<file path="config.mk">
export PLATFORM = sky130hd
export DESIGN_NAME = conv_pixel_feeder
export DESIGN_NICKNAME = d
export VERILOG_FILES = /design/src/rtl/conv_pkg.sv /design/src/rtl/conv_sync_fifo.sv /design/src/rtl/conv_pixel_feeder.sv
export SDC_FILE = /design/constraint.sdc
export NUM_CORES = 1
export LEC_CHECK = 0
export CORE_ASPECT_RATIO = 1.75
export CORE_MARGIN = 5
export CORE_UTILIZATION = 51
export CTS_BUF_LIST = sky130_fd_sc_hd__clkbuf_4
export CTS_CLUSTER_DIAMETER = 100
export CTS_CLUSTER_SIZE = 12
export DETAILED_ROUTE_END_ITERATION = 16
export GPL_ROUTABILITY_DRIVEN = 0
export PLACE_DENSITY_LB_ADDON = 0.25
export SYNTH_ARGS = -nofsm -noshare
export SYNTH_HDL_FRONTEND = slang
export SYNTH_SLANG_ARGS = --single-unit
</file>
<file path="constraint.sdc">
create_clock -name clock -period 3.18 [get_ports clock]
set_input_delay 0.795 -clock clock [delete_from_list [all_inputs] [get_ports clock]]
set_output_delay 0.795 -clock clock [all_outputs]
set_load 0.02 [all_outputs]
</file>
<file path="src/rtl/conv_pkg.sv">
// Shared definitions for the 3x3 convolution window path: image geometry,
// pixel width and the slot phases the feeder shares with the line buffer.
package conv_pkg;

    localparam int PIX_W = 8;
    localparam int IMG_W = 128;
    localparam int IMG_H = 128;
    localparam int CNT_W = 8;

    typedef logic [PIX_W-1:0] pixel_t;
    typedef logic [CNT_W-1:0] cnt_t;

    // Slot kinds of one frame as seen by the line buffer.
    typedef enum logic [1:0] {
        PIX   = 2'd0,  // real pixel slot
        PADC  = 2'd1,  // right-pad slot after a row
        PADR  = 2'd2,  // bottom-pad row slot
        PADRC = 2'd3   // right-pad slot after the bottom-pad row
    } phase_t;

endpackage

</file>
<file path="src/rtl/conv_sync_fifo.sv">
// Small synchronous FIFO with count-based full/empty and a synchronous clear.
// A push is ignored when full and a pop is ignored when empty.
module conv_sync_fifo
    import conv_pkg::*;
#(
    parameter int DEPTH = 4
) (
    input  logic   clock,
    input  logic   reset,
    input  logic   clear,
    input  logic   push,
    input  logic   pop,
    input  pixel_t wr_data,
    output pixel_t rd_data,
    output logic   full,
    output logic   empty
);

    localparam int AW = $clog2(DEPTH);

    logic [AW-1:0] wr_ptr_q, wr_ptr_d;
    logic [AW-1:0] rd_ptr_q, rd_ptr_d;
    logic [AW:0]   count_q,  count_d;
    logic          do_push,  do_pop;
    pixel_t        mem_q [DEPTH];

    assign full    = (count_q == (AW+1)'(DEPTH));
    assign empty   = (count_q == '0);
    assign rd_data = mem_q[rd_ptr_q];

    // Pointer and occupancy update; clear wins over push and pop.
    always_comb begin
        // NOTE: every variable gets a default before any branch so no latch is inferred.
        do_push  = push && !full && !clear;
        do_pop   = pop && !empty && !clear;
        wr_ptr_d = wr_ptr_q;
        rd_ptr_d = rd_ptr_q;
        count_d  = count_q;
        if (clear) begin
            wr_ptr_d = '0;
            rd_ptr_d = '0;
            count_d  = '0;
        end else begin
            if (do_push) wr_ptr_d = wr_ptr_q + 1'b1;
            if (do_pop)  rd_ptr_d = rd_ptr_q + 1'b1;
            case ({do_push, do_pop})
                2'b10:   count_d = count_q + 1'b1;
                2'b01:   count_d = count_q - 1'b1;
                default: count_d = count_q;
            endcase
        end
    end

    // Storage write; the array carries no reset since count_q alone decides what is valid.
    always_ff @(posedge clock) begin
        // NOTE: data storage is deliberately left out of reset; only control state is reset.
        if (do_push) mem_q[wr_ptr_q] <= wr_data;
    end

    // Control state registers.
    always_ff @(posedge clock or negedge reset) begin
        // NOTE: sequential state uses non-blocking assignments only.
        if (!reset) begin
            wr_ptr_q <= '0;
            rd_ptr_q <= '0;
            count_q  <= '0;
        end else begin
            wr_ptr_q <= wr_ptr_d;
            rd_ptr_q <= rd_ptr_d;
            count_q  <= count_d;
        end
    end

endmodule

</file>
<file path="src/rtl/conv_pixel_feeder.sv">
// Source-side driver for the 3x3 line buffer: buffers the upstream raster
// stream and interleaves the enable-only pad slots (right pad per row, bottom
// pad row plus its right pad per frame) that the line buffer expects.
module conv_pixel_feeder
    import conv_pkg::*;
#(
    parameter int W     = IMG_W,
    parameter int H     = IMG_H,
    parameter int DEPTH = 4
) (
    input  logic             clock,
    input  logic             reset,
    input  logic             clear,
    input  logic             in_valid,
    input  logic [PIX_W-1:0] in_data,
    output logic             in_ready,
    output logic             buf_ena,
    output logic [PIX_W-1:0] buf_pixel,
    output logic             pad_slot,
    output logic             frame_done
);

    localparam cnt_t COL_LAST = CNT_W'(W - 1);
    localparam cnt_t ROW_LAST = CNT_W'(H - 1);

    phase_t phase_q, phase_d;
    cnt_t   col_q,   col_d;
    cnt_t   row_q,   row_d;
    logic   frame_done_q, frame_done_d;

    logic   fifo_push, fifo_pop, fifo_full, fifo_empty;
    pixel_t fifo_head;

    conv_sync_fifo #(.DEPTH(DEPTH)) u_fifo (
        .clock   (clock),
        .reset   (reset),
        .clear   (clear),
        .push    (fifo_push),
        .pop     (fifo_pop),
        .wr_data (in_data),
        .rd_data (fifo_head),
        .full    (fifo_full),
        .empty   (fifo_empty)
    );

    // Handshake and line-buffer drive: pad slots always strobe, pixel slots only with data.
    always_comb begin
        in_ready  = !fifo_full;
        fifo_push = in_valid && !fifo_full && !clear;
        pad_slot  = (phase_q != PIX);
        buf_ena   = (phase_q == PIX) ? !fifo_empty : 1'b1;
        fifo_pop  = (phase_q == PIX) && !fifo_empty;
        buf_pixel = ((phase_q == PIX) && !fifo_empty) ? fifo_head : '0;
    end

    // Slot sequencing: advance only on strobed cycles so a stalled pixel slot holds position.
    always_comb begin
        phase_d      = phase_q;
        col_d        = col_q;
        row_d        = row_q;
        frame_done_d = 1'b0;
        if (clear) begin
            phase_d = PIX;
            col_d   = '0;
            row_d   = '0;
        end else if (buf_ena) begin
            case (phase_q)
                PIX: begin
                    if (col_q == COL_LAST) phase_d = PADC;
                    else                   col_d   = col_q + 1'b1;
                end
                PADC: begin
                    col_d = '0;
                    if (row_q == ROW_LAST) begin
                        row_d   = '0;
                        phase_d = PADR;
                    end else begin
                        row_d   = row_q + 1'b1;
                        phase_d = PIX;
                    end
                end
                PADR: begin
                    if (col_q == COL_LAST) phase_d = PADRC;
                    else                   col_d   = col_q + 1'b1;
                end
                PADRC: begin
                    col_d        = '0;
                    phase_d      = PIX;
                    frame_done_d = 1'b1;
                end
                default: phase_d = PIX;
            endcase
        end
    end

    // Phase, position and end-of-frame pulse registers.
    always_ff @(posedge clock or negedge reset) begin
        if (!reset) begin
            phase_q      <= PIX;
            col_q        <= '0;
            row_q        <= '0;
            frame_done_q <= 1'b0;
        end else begin
            phase_q      <= phase_d;
            col_q        <= col_d;
            row_q        <= row_d;
            frame_done_q <= frame_done_d;
        end
    end

    assign frame_done = frame_done_q;

endmodule
</file>
==> results.toml, run 1 <==
[status]
outcome = "finished, final reports clean"

[clock_network]
post_cts_resized = 0
cts_root_buf = "clkbuf_4"
cts.clk_slew.worst_paths_ns = 0.10
clock_sinks = 58
clock_insertion_delay_worst_skew_ns = 0.40
cts_buffer_depth = 2
cts-htree-levels = 3
tritoncts = "done"
hold_buffers = 0
cts_inserted_buffers = 9
cts_setup_buffers = 0

[yosys]
synth-edff-count = 32
synth_cell_types = 39
synth-async-reset-ratio_pct = 44.8
synth_fp_nets = 222
synth_area_sq_um = 2650
yosys_warnings = 0
syn_avg_cell_area_sq_um = 13.0
ys.flop_type = "edfxtp_1"
yosysSeqAreaShare_pct = 60.8
synth.ff_latch_count = 58
netlist_instances = 203

[sta]
clock_skew_ns = 0.0140
worst-slew-pin-transition_ns = 0.800
drv_slew = 0
fin_setup_tns_ns = 0
rsz0062_at_grt = "false"
hold_violations = 0
worst_slack_ns = 0.127
setup-violations-final = 0
finalCritPeriodShare_pct = 96.0
period_needed_ns = 3.05
clock.fmax_mhz = 328
slew_headroom_pct = 46.7

[global_route]
grt_start_max_net_pins = 27
grt_usage_pct = 15.6
top_usage_layer = "met2"
grt_pass1_wl_mm = 8.02
grt_use_met2_pct = 28.4
grt_use_met1_pct = 15.6
antenna_found_initial = 0
grt_use_met3_pct = 5.01
grt_overflow = 0
grt_pass1_vias = 1765

[critical_path]
cp_data_arrival_time_ns = 2.26
worstPathRequired_ns = 2.38
crit_type = "reg2out"
cp_slowest_cell = "clkdlybuf4s50_1"
crit_chain = "buf_4 > mux4_2 > and3_1 > clkdlybuf4s50_1"
cp-end-kind = "primary output"
startpoint_type = "register"
crit_fanout = 8
critPathMaxStageDelay_ns = 0.53

[layout]
fillers = 429
num_antenna_cells = 0
layout.nets = 251
layout.area.seq_sq_um = 1610
final_cells = 291
drive_gt1_share_pct = 13.5
multi_input_area_sq_um = 973
syn_to_final_growth_pct = 16.8

[die]
dieArea_sq_um = 6790
core_area_sq_um = 5020
start_util_pct = 52.8
rows = 34
io_pins = 24
fp.dieW_um = 64.5
die_h_um = 105

[route]
vias = 1714
drc = 0
drtPass1Iterations = 4
drt-wirelength-per-cell_um = 16.3
wl_mm = 4.76
drt_first_iter_violations = 68
ant_nets = 0
vias_per_cell = 5.89

[power_and_ir_drop]
total_power_w = 0.00225
ir_worst_vdd_mv = 0.564
power.density_nw_per_um2 = 726
p_leak_nw = 1.21

[placed_design]
dp_hpwl_mm = 3.44
dpl_worst_slack_ns = 0.376
dp.cells = 275
numPortBuffers = 23

[hold_path]
min_path_type = "reg2reg"

[job]
cap_violations = 0
## registers in the layout, indices dropped and copies added, names as in the netlist
signal and flops:
u_fifo.wr_ptr_q 2, phase_q 2, u_fifo.mem_q 32, u_fifo.count_q 3
row_q 8, u_fifo.rd_ptr_q 2, frame_done 1, col_q 8
## report_power, final
part	switching [W]	internal [W]	leakage [nW]	total [W]
clock network	0.000260	0.000324	0.0862	0.000583
registers	0.0000704	0.000867	0.647	0.000937
logic	0.000361	0.000364	0.474	0.000725
## kinds of logic after synthesis
logic type      share of synthesized area [%]
buf+inv                                  2.41
compound gates                           6.42
mux                                      8.36
fa+ha+maj                                3.59
flops                                    60.8
xor+xnor                                 2.98
simple gates                             15.4
## Yosys cell counts (4+ instances only)
master | instances | share of area [%]
clkbuf_1 | 4 | 0.57
nand3_1 | 9 | 1.7
nor2_1 | 15 | 2.1
a21oi_1 | 10 | 1.9
edfxtp_1 | 32 | 36
and3_1 | 10 | 2.4
xor2_1 | 5 | 1.7
dfrtp_1 | 26 | 25
or3_1 | 4 | 0.94
or4_1 | 5 | 1.4
o31ai_1 | 4 | 1.1
xnor2_1 | 4 | 1.3
and2_1 | 4 | 0.94
nand2_1 | 13 | 1.8
ha_1 | 6 | 2.8
inv_1 | 6 | 0.85
mux4_2 | 8 | 6.8
## cell type report
| type | count | area share, % |
|---|---|---|
| clock buffer | 10 | 2.43 |
| clock inverter | 6 | 2.67 |
| inverter | 6 | 0.728 |
| multi-input combinational | 130 | 31.5 |
| sequential | 58 | 52.1 |
| tap | 54 | 2.18 |
| timing repair buffer | 27 | 8.41 |
## metal layers
metal / vias up / part of all wire (%)
li1: 822 / -
met1: 842 / 37
met2: 37 / 56
met3: 13 / 4.3
met4: 0 / 2.6
met5: - / 0
## path summary, 6_finish.rpt
| kind | startpoint | end | slack, ns | cells past startpoint |
|---|---|---|---|---|
| max in group asynchronous | reset | u_fifo.rd_ptr_q[1] | 2.16 | 2 |
| max reg2reg | u_fifo.count_q[0] | u_fifo.count_q[2] | 0.80 | 7 |
| max | u_fifo.rd_ptr_q[0] | buf_pixel[3] | 0.13 | 4 |
| min in group asynchronous | reset | col_q[7] | 0.76 | 2 |
| min | col_q[7] | phase_q[0] | 0.53 | 1 |
| min reg2reg | col_q[7] | phase_q[0] | 0.53 | 1 |
## cell usage in the layout, fill, tap and decap left out, types with 5 or more instances in the layout
master | Yosys | final
or4_1 | 5 | 5
mux4_2 | 8 | 8
nand3_1 | 9 | 9
nor2_1 | 15 | 15
dfrtp_1 | 26 | 26
a21oi_1 | 10 | 10
clkdlybuf4s50_1 | 0 | 23
edfxtp_1 | 32 | 32
clkbuf_4 | 0 | 10
inv_1 | 6 | 6
nand2_1 | 13 | 13
ha_1 | 6 | 6
and3_1 | 10 | 10
xor2_1 | 5 | 5
## stage by stage
step	hold slack, ns	area (sq um)	utilization [%]
detailed placement	0.492	2940	58.5
floorplan	0.464	2650	-
finish	0.529	3090	61.6
CTS	0.525	3090	61.6
global placement	0.488	2940	58.5
global route	0.579	3090	61.6
## worst max-delay path: cells and delay by family, from the launching register on
kind / cells / cell delay [ns]
DFF: 1 / 0.41
buffers and inverters: 2 / 0.76
and+or+nand+nor: 1 / 0.19
muxes: 1 / 0.51
(Power assumes the default switching activity.)
==> inputs of run 2 (changes only) <==
- CORE_MARGIN: 5 -> 3
==> run 2 against run 1 <==
  * Sequential cell count unchanged
  * Sequential share of layout area decreased by 0.48 points
  * Cell area increased by 1.0%
  * First-iteration DRC count decreased by 15%
  * Clock skew increased by 0.0017 ns
  * Hold slack got worse by 0.011 ns
  * Setup slack improved by 0.079 ns
  * Critical endpoint is now buf_pixel[0]
  * Largest cell class unchanged
  * Highest routed layer unchanged
==> results.toml, run 2 (same netlist as run 1, synthesis figures left out) <==
[status]
outcome = "finished, final reports clean"

[job]
cap_violations = 0

[global_route]
antenna_found_initial = 0
grt_start_max_net_pins = 27
grt_pass1_wl_mm = 7.97
grt_pass1_vias = 1742
grt_overflow = 0
grt_usage_pct = 18.0

[clock_network]
tritoncts = "done"
cts_setup_buffers = 0
cts_root_buf = "clkbuf_4"
clock_insertion_delay_worst_skew_ns = 0.39
cts.clk_slew.worst_paths_ns = 0.09
cts-htree-levels = 3
cts_inserted_buffers = 9
clock_sinks = 58
hold_buffers = 0
cts_buffer_depth = 2

[sta]
rsz0062_at_grt = "false"
hold_violations = 0
drv_slew = 0
period_needed_ns = 2.97
fin_setup_tns_ns = 0
worst-slew-pin-transition_ns = 0.824
slew_headroom_pct = 45.0
clock.fmax_mhz = 336
clock_skew_ns = 0.0157
timing.hold.ws_ns = 0.518
finalCritPeriodShare_pct = 93.5
setup-violations-final = 0

[critical_path]
crit_type = "reg2out"
cp-end-kind = "primary output"
cp_data_arrival_time_ns = 2.18
r2r-start = "u_fifo.count_q[2]"
worstPathRequired_ns = 2.38
reg2reg_to = "u_fifo.count_q[2]"
cp-endpoint = "buf_pixel[0]"
crit_fanout = 9
worst-r2r-setup-slack_ns = 0.81
startpoint_type = "register"
ff2ff_path_depth = 7
startpoint = "u_fifo.rd_ptr_q[0]"

[layout]
final_cell_mix = "32 x edfxtp_1, 25 x dfrtp_1, 23 x clkdlybuf4s50_1"
layout.nets = 252
drive_gt1_share_pct = 14.3
syn_to_final_growth_pct = 18.0
largest_reg_flops = 32
final_common_cell = "edfxtp_1"
largest_registers = "u_fifo.mem_q: 32 flops, col_q: 8 flops, row_q: 8 flops"
top_register = "u_fifo.mem_q"
num_antenna_cells = 0

[die]
core_area_sq_um = 4980
die_h_um = 101
dieArea_sq_um = 6130
io_pins = 24
start_util_pct = 53.2
rows = 34
fp.dieW_um = 60.5

[placed_design]
dp_hpwl_mm = 3.40
numPortBuffers = 23

[route]
drc = 0
wl_mm = 4.68
vias_per_cell = 5.80
drt_first_iter_violations = 58
drtPass1Iterations = 4
drt-wirelength-per-cell_um = 16.0
vias = 1693
ant_nets = 0

[power_and_ir_drop]
power.density_nw_per_um2 = 741
p_leak_nw = 1.22
ir_worst_vdd_mv = 0.718

[hold_path]
min_path_type = "reg2reg"
[run 2: cell types whose count changed in the layout (fill, tap and decap cells not counted), sizes merged]
cell	before	now
clkinvlp	1	0
buf	4	5
bufinv	2	3
[run 2: where the power goes]
group          internal (W)  switching, W
logic              0.000365      0.000339
clock network      0.000403      0.000253
registers          0.000868     0.0000867
[run 2: worst min-delay path by stage]
stage / depth (start not counted) / endpoint / slack (ns) / start
global route: 1 / phase_q[0] / 0.55 / col_q[7]
detailed placement: 1 / phase_q[0] / 0.50 / col_q[7]
finish: 1 / phase_q[0] / 0.52 / col_q[7]
floorplan: 1 / phase_q[0] / 0.46 / col_q[7]
CTS: 1 / phase_q[0] / 0.52 / col_q[7]
global placement: 1 / phase_q[0] / 0.49 / col_q[7]
[run 2: cell type report]
| cell class | count | area (sq um) |
|---|---|---|
| tap | 54 | 67.6 |
| timing repair buffer | 28 | 268 |
| multi-input combinational | 130 | 973 |
| inverter | 6 | 22.5 |
| clock buffer | 10 | 75.1 |
| clock inverter | 6 | 105 |
| fill | 384 | 1850 |
| sequential | 58 | 1610 |
[run 2: what timing repair did]
action                                  CTS  global route
endpoints found under the hold margin     0             0
endpoints found under the setup margin    1             0
resized for setup                         1             0
[run 2: stage by stage]
step | cells | worst slack, ns | cell area, sq um | utilization [%] | power [W]
finish | 292 | 0.207 | 3120 | 62.8 | 0.00231
global route | 292 | 0.103 | 3120 | 62.8 | 0.00245
CTS | 292 | 0.155 | 3120 | 62.8 | 0.00234
detailed placement | 276 | 0.365 | 2940 | 59.1 | 0.00168
global placement | 276 | 0.408 | 2940 | 59.1 | 0.00167
floorplan | 203 | 0.922 | 2650 | - | 0.00144
[run 2: per-layer routing]
metal | GRT usage [%] | vias to the layer above | share of wire [%]
met5 | 0 | - | 0
met4 | 7.01 | 0 | 1.8
met3 | 5.61 | 6 | 5.3
met2 | 33.1 | 40 | 56
met1 | 18.0 | 827 | 37
li1 | - | 820 | -
[run 2: critical path: stages (launching register included)]
cell             delay (ns)
dfrtp_2                0.54
mux4_2                 0.53
and3_1                 0.19
clkdlybuf4s50_1        0.53
==> inputs of run 3 (changes only) <==
- CELL_PAD_IN_SITES_DETAIL_PLACEMENT: unset -> 0
- CELL_PAD_IN_SITES_GLOBAL_PLACEMENT: unset -> 1
- CORE_UTILIZATION: 51 -> 49
==> run 3 against run 2 <==
  * Final cell count stayed put
  * Sequential power fell by 2%
  * Global-route usage is 0.21 points higher
  * Critical path depth is 1 higher
  * Count of clock-buffer cells in the layout unchanged
  * Core utilization down 2.5 points
  * First-iteration DRC count down 1.7%
  * Register-to-register slack got worse by 0.02 ns
  * Combinational power rose by 4.8%
  * Clock power down 23%
  * Die area is 3.8% higher
==> results.toml, run 3 (same netlist as run 1, synthesis figures left out) <==
[die]
die_h_um = 103
core_area_sq_um = 5100
fp.dieW_um = 61.6
start_util_pct = 51.9
io_pins = 24
rows = 34
dieArea_sq_um = 6360

[critical_path]
worstPathRequired_ns = 2.38
worst-r2r-setup-slack_ns = 0.79
crit_fanout = 9
r2r-start = "u_fifo.count_q[0]"
cp_data_arrival_time_ns = 2.25
reg2reg_to = "u_fifo.count_q[2]"
startpoint_type = "register"
crit_type = "reg2out"
cp-end-kind = "primary output"
ff2ff_path_depth = 7

[clock_network]
cts.clk_slew.worst_paths_ns = 0.10
hold_buffers = 0
cts_setup_buffers = 0
cts_root_buf = "clkbuf_4"
clock_sinks = 58
cts_buffer_depth = 2
cts_inserted_buffers = 9
clock_insertion_delay_worst_skew_ns = 0.38
cts-htree-levels = 3
post_cts_resized = 0
tritoncts = "done"

[layout]
final_util_pct = 60.2
syn_to_final_growth_pct = 16.1
top_register = "u_fifo.mem_q"
layout.nets = 252
final_area_sq_um = 3080
num_antenna_cells = 0
largest_reg_flops = 32
final_common_cell = "edfxtp_1"
final_cell_mix = "32 x edfxtp_1, 26 x dfrtp_1, 23 x clkdlybuf4s50_1"
largest_registers = "u_fifo.mem_q: 32 flops, col_q: 8 flops, row_q: 8 flops"
drive_gt1_share_pct = 13.4

[route]
vias = 1719
vias_per_cell = 5.89
drt_first_iter_violations = 57
ant_nets = 0
drc = 0
drtPass1Iterations = 4
drt-wirelength-per-cell_um = 16.9
wl_mm = 4.95

[placed_design]
dp_hpwl_mm = 3.65
numPortBuffers = 23
placed_area_sq_um = 2940

[sta]
period_needed_ns = 3.04
clock.fmax_mhz = 329
rsz0062_at_grt = "false"
finalCritPeriodShare_pct = 95.6
drv_slew = 0
clock_skew_ns = 0.00530
hold_violations = 0
fin_setup_tns_ns = 0
slew_headroom_pct = 46.3
setup-violations-final = 0
worst-slew-pin-transition_ns = 0.806

[status]
outcome = "finished, final reports clean"

[global_route]
antenna_found_initial = 0
grt_usage_pct = 18.2
grt_start_max_net_pins = 27
grt_overflow = 0
grt_pass1_wl_mm = 8.25
grt_pass1_vias = 1821

[hold_path]
min_path_type = "reg2reg"
hold_path_end = "phase_q[0]"
hp-start = "col_q[7]"
worstHoldPathCells = 1

[job]
cap_violations = 0

[power_and_ir_drop]
ir_worst_vdd_mv = 0.346
power.density_nw_per_um2 = 709
p_leak_nw = 1.20
==> run 3: cell types whose count changed in the layout (fill, tap and decap cells not counted) <==
cell	previous run	this run
dfrtp_1	25	26
dfrtp_2	1	0
clkinv_4	0	1
clkinv_1	0	1
bufinv_16	3	1
==> run 3: stage by stage <==
step | total power [W] | hold slack [ns] | setup WS (ns) | cells
2_1_floorplan | 0.00144 | 0.464 | 0.922 | 203
3_3_place_gp | 0.00168 | 0.485 | 0.445 | 276
3_5_place_dp | 0.00170 | 0.501 | 0.376 | 276
4_1_cts | 0.00221 | 0.520 | 0.0875 | 292
5_1_grt | 0.00231 | 0.558 | 0.0452 | 292
6_report | 0.00218 | 0.520 | 0.140 | 292
==> run 3: how the worst max path moves through the flow <==
stage | from | endpoint | slack, ns | cells after the start
floorplan | clear | u_fifo.count_q[2] | 0.92 | 6
global placement | in_valid | u_fifo.count_q[2] | 0.45 | 7
detailed placement | in_valid | u_fifo.count_q[2] | 0.38 | 7
CTS | u_fifo.rd_ptr_q[0] | buf_pixel[3] | 0.09 | 4
global route | u_fifo.rd_ptr_q[0] | buf_pixel[5] | 0.05 | 4
finish | u_fifo.rd_ptr_q[0] | buf_pixel[3] | 0.14 | 4
==> run 3: routing by layer <==
layer  GRT usage (%)  wire length [um]
met1            18.5              1800
met2            33.3              2890
met3            3.48               169
met4            9.64                85
met5               0                 0
==> run 3: worst max-delay path, stage by stage, from the launching register on <==
cell	delay (ns)
dfrtp_1	0.38
buf_4	0.22
mux4_2	0.52
and3_1	0.20
clkdlybuf4s50_1	0.54
==> run 3: layout make-up <==
type	instances	area, sq um
Inverter	6	22.5
Fill cell	429	2030
Timing Repair Buffer	28	268
Multi-Input combinational cell	130	973
Sequential cell	58	1610
Clock buffer	10	75.1
Clock inverter	6	57.6
Tap cell	54	67.6
==> run 3: report_power, final <==
group | leakage [nW] | switching (W) | internal [W]
clock network | 0.0776 | 0.000263 | 0.000244
logic | 0.479 | 0.000368 | 0.000368
registers | 0.647 | 0.0000694 | 0.000867
total | 1.20 | 0.000701 | 0.00148
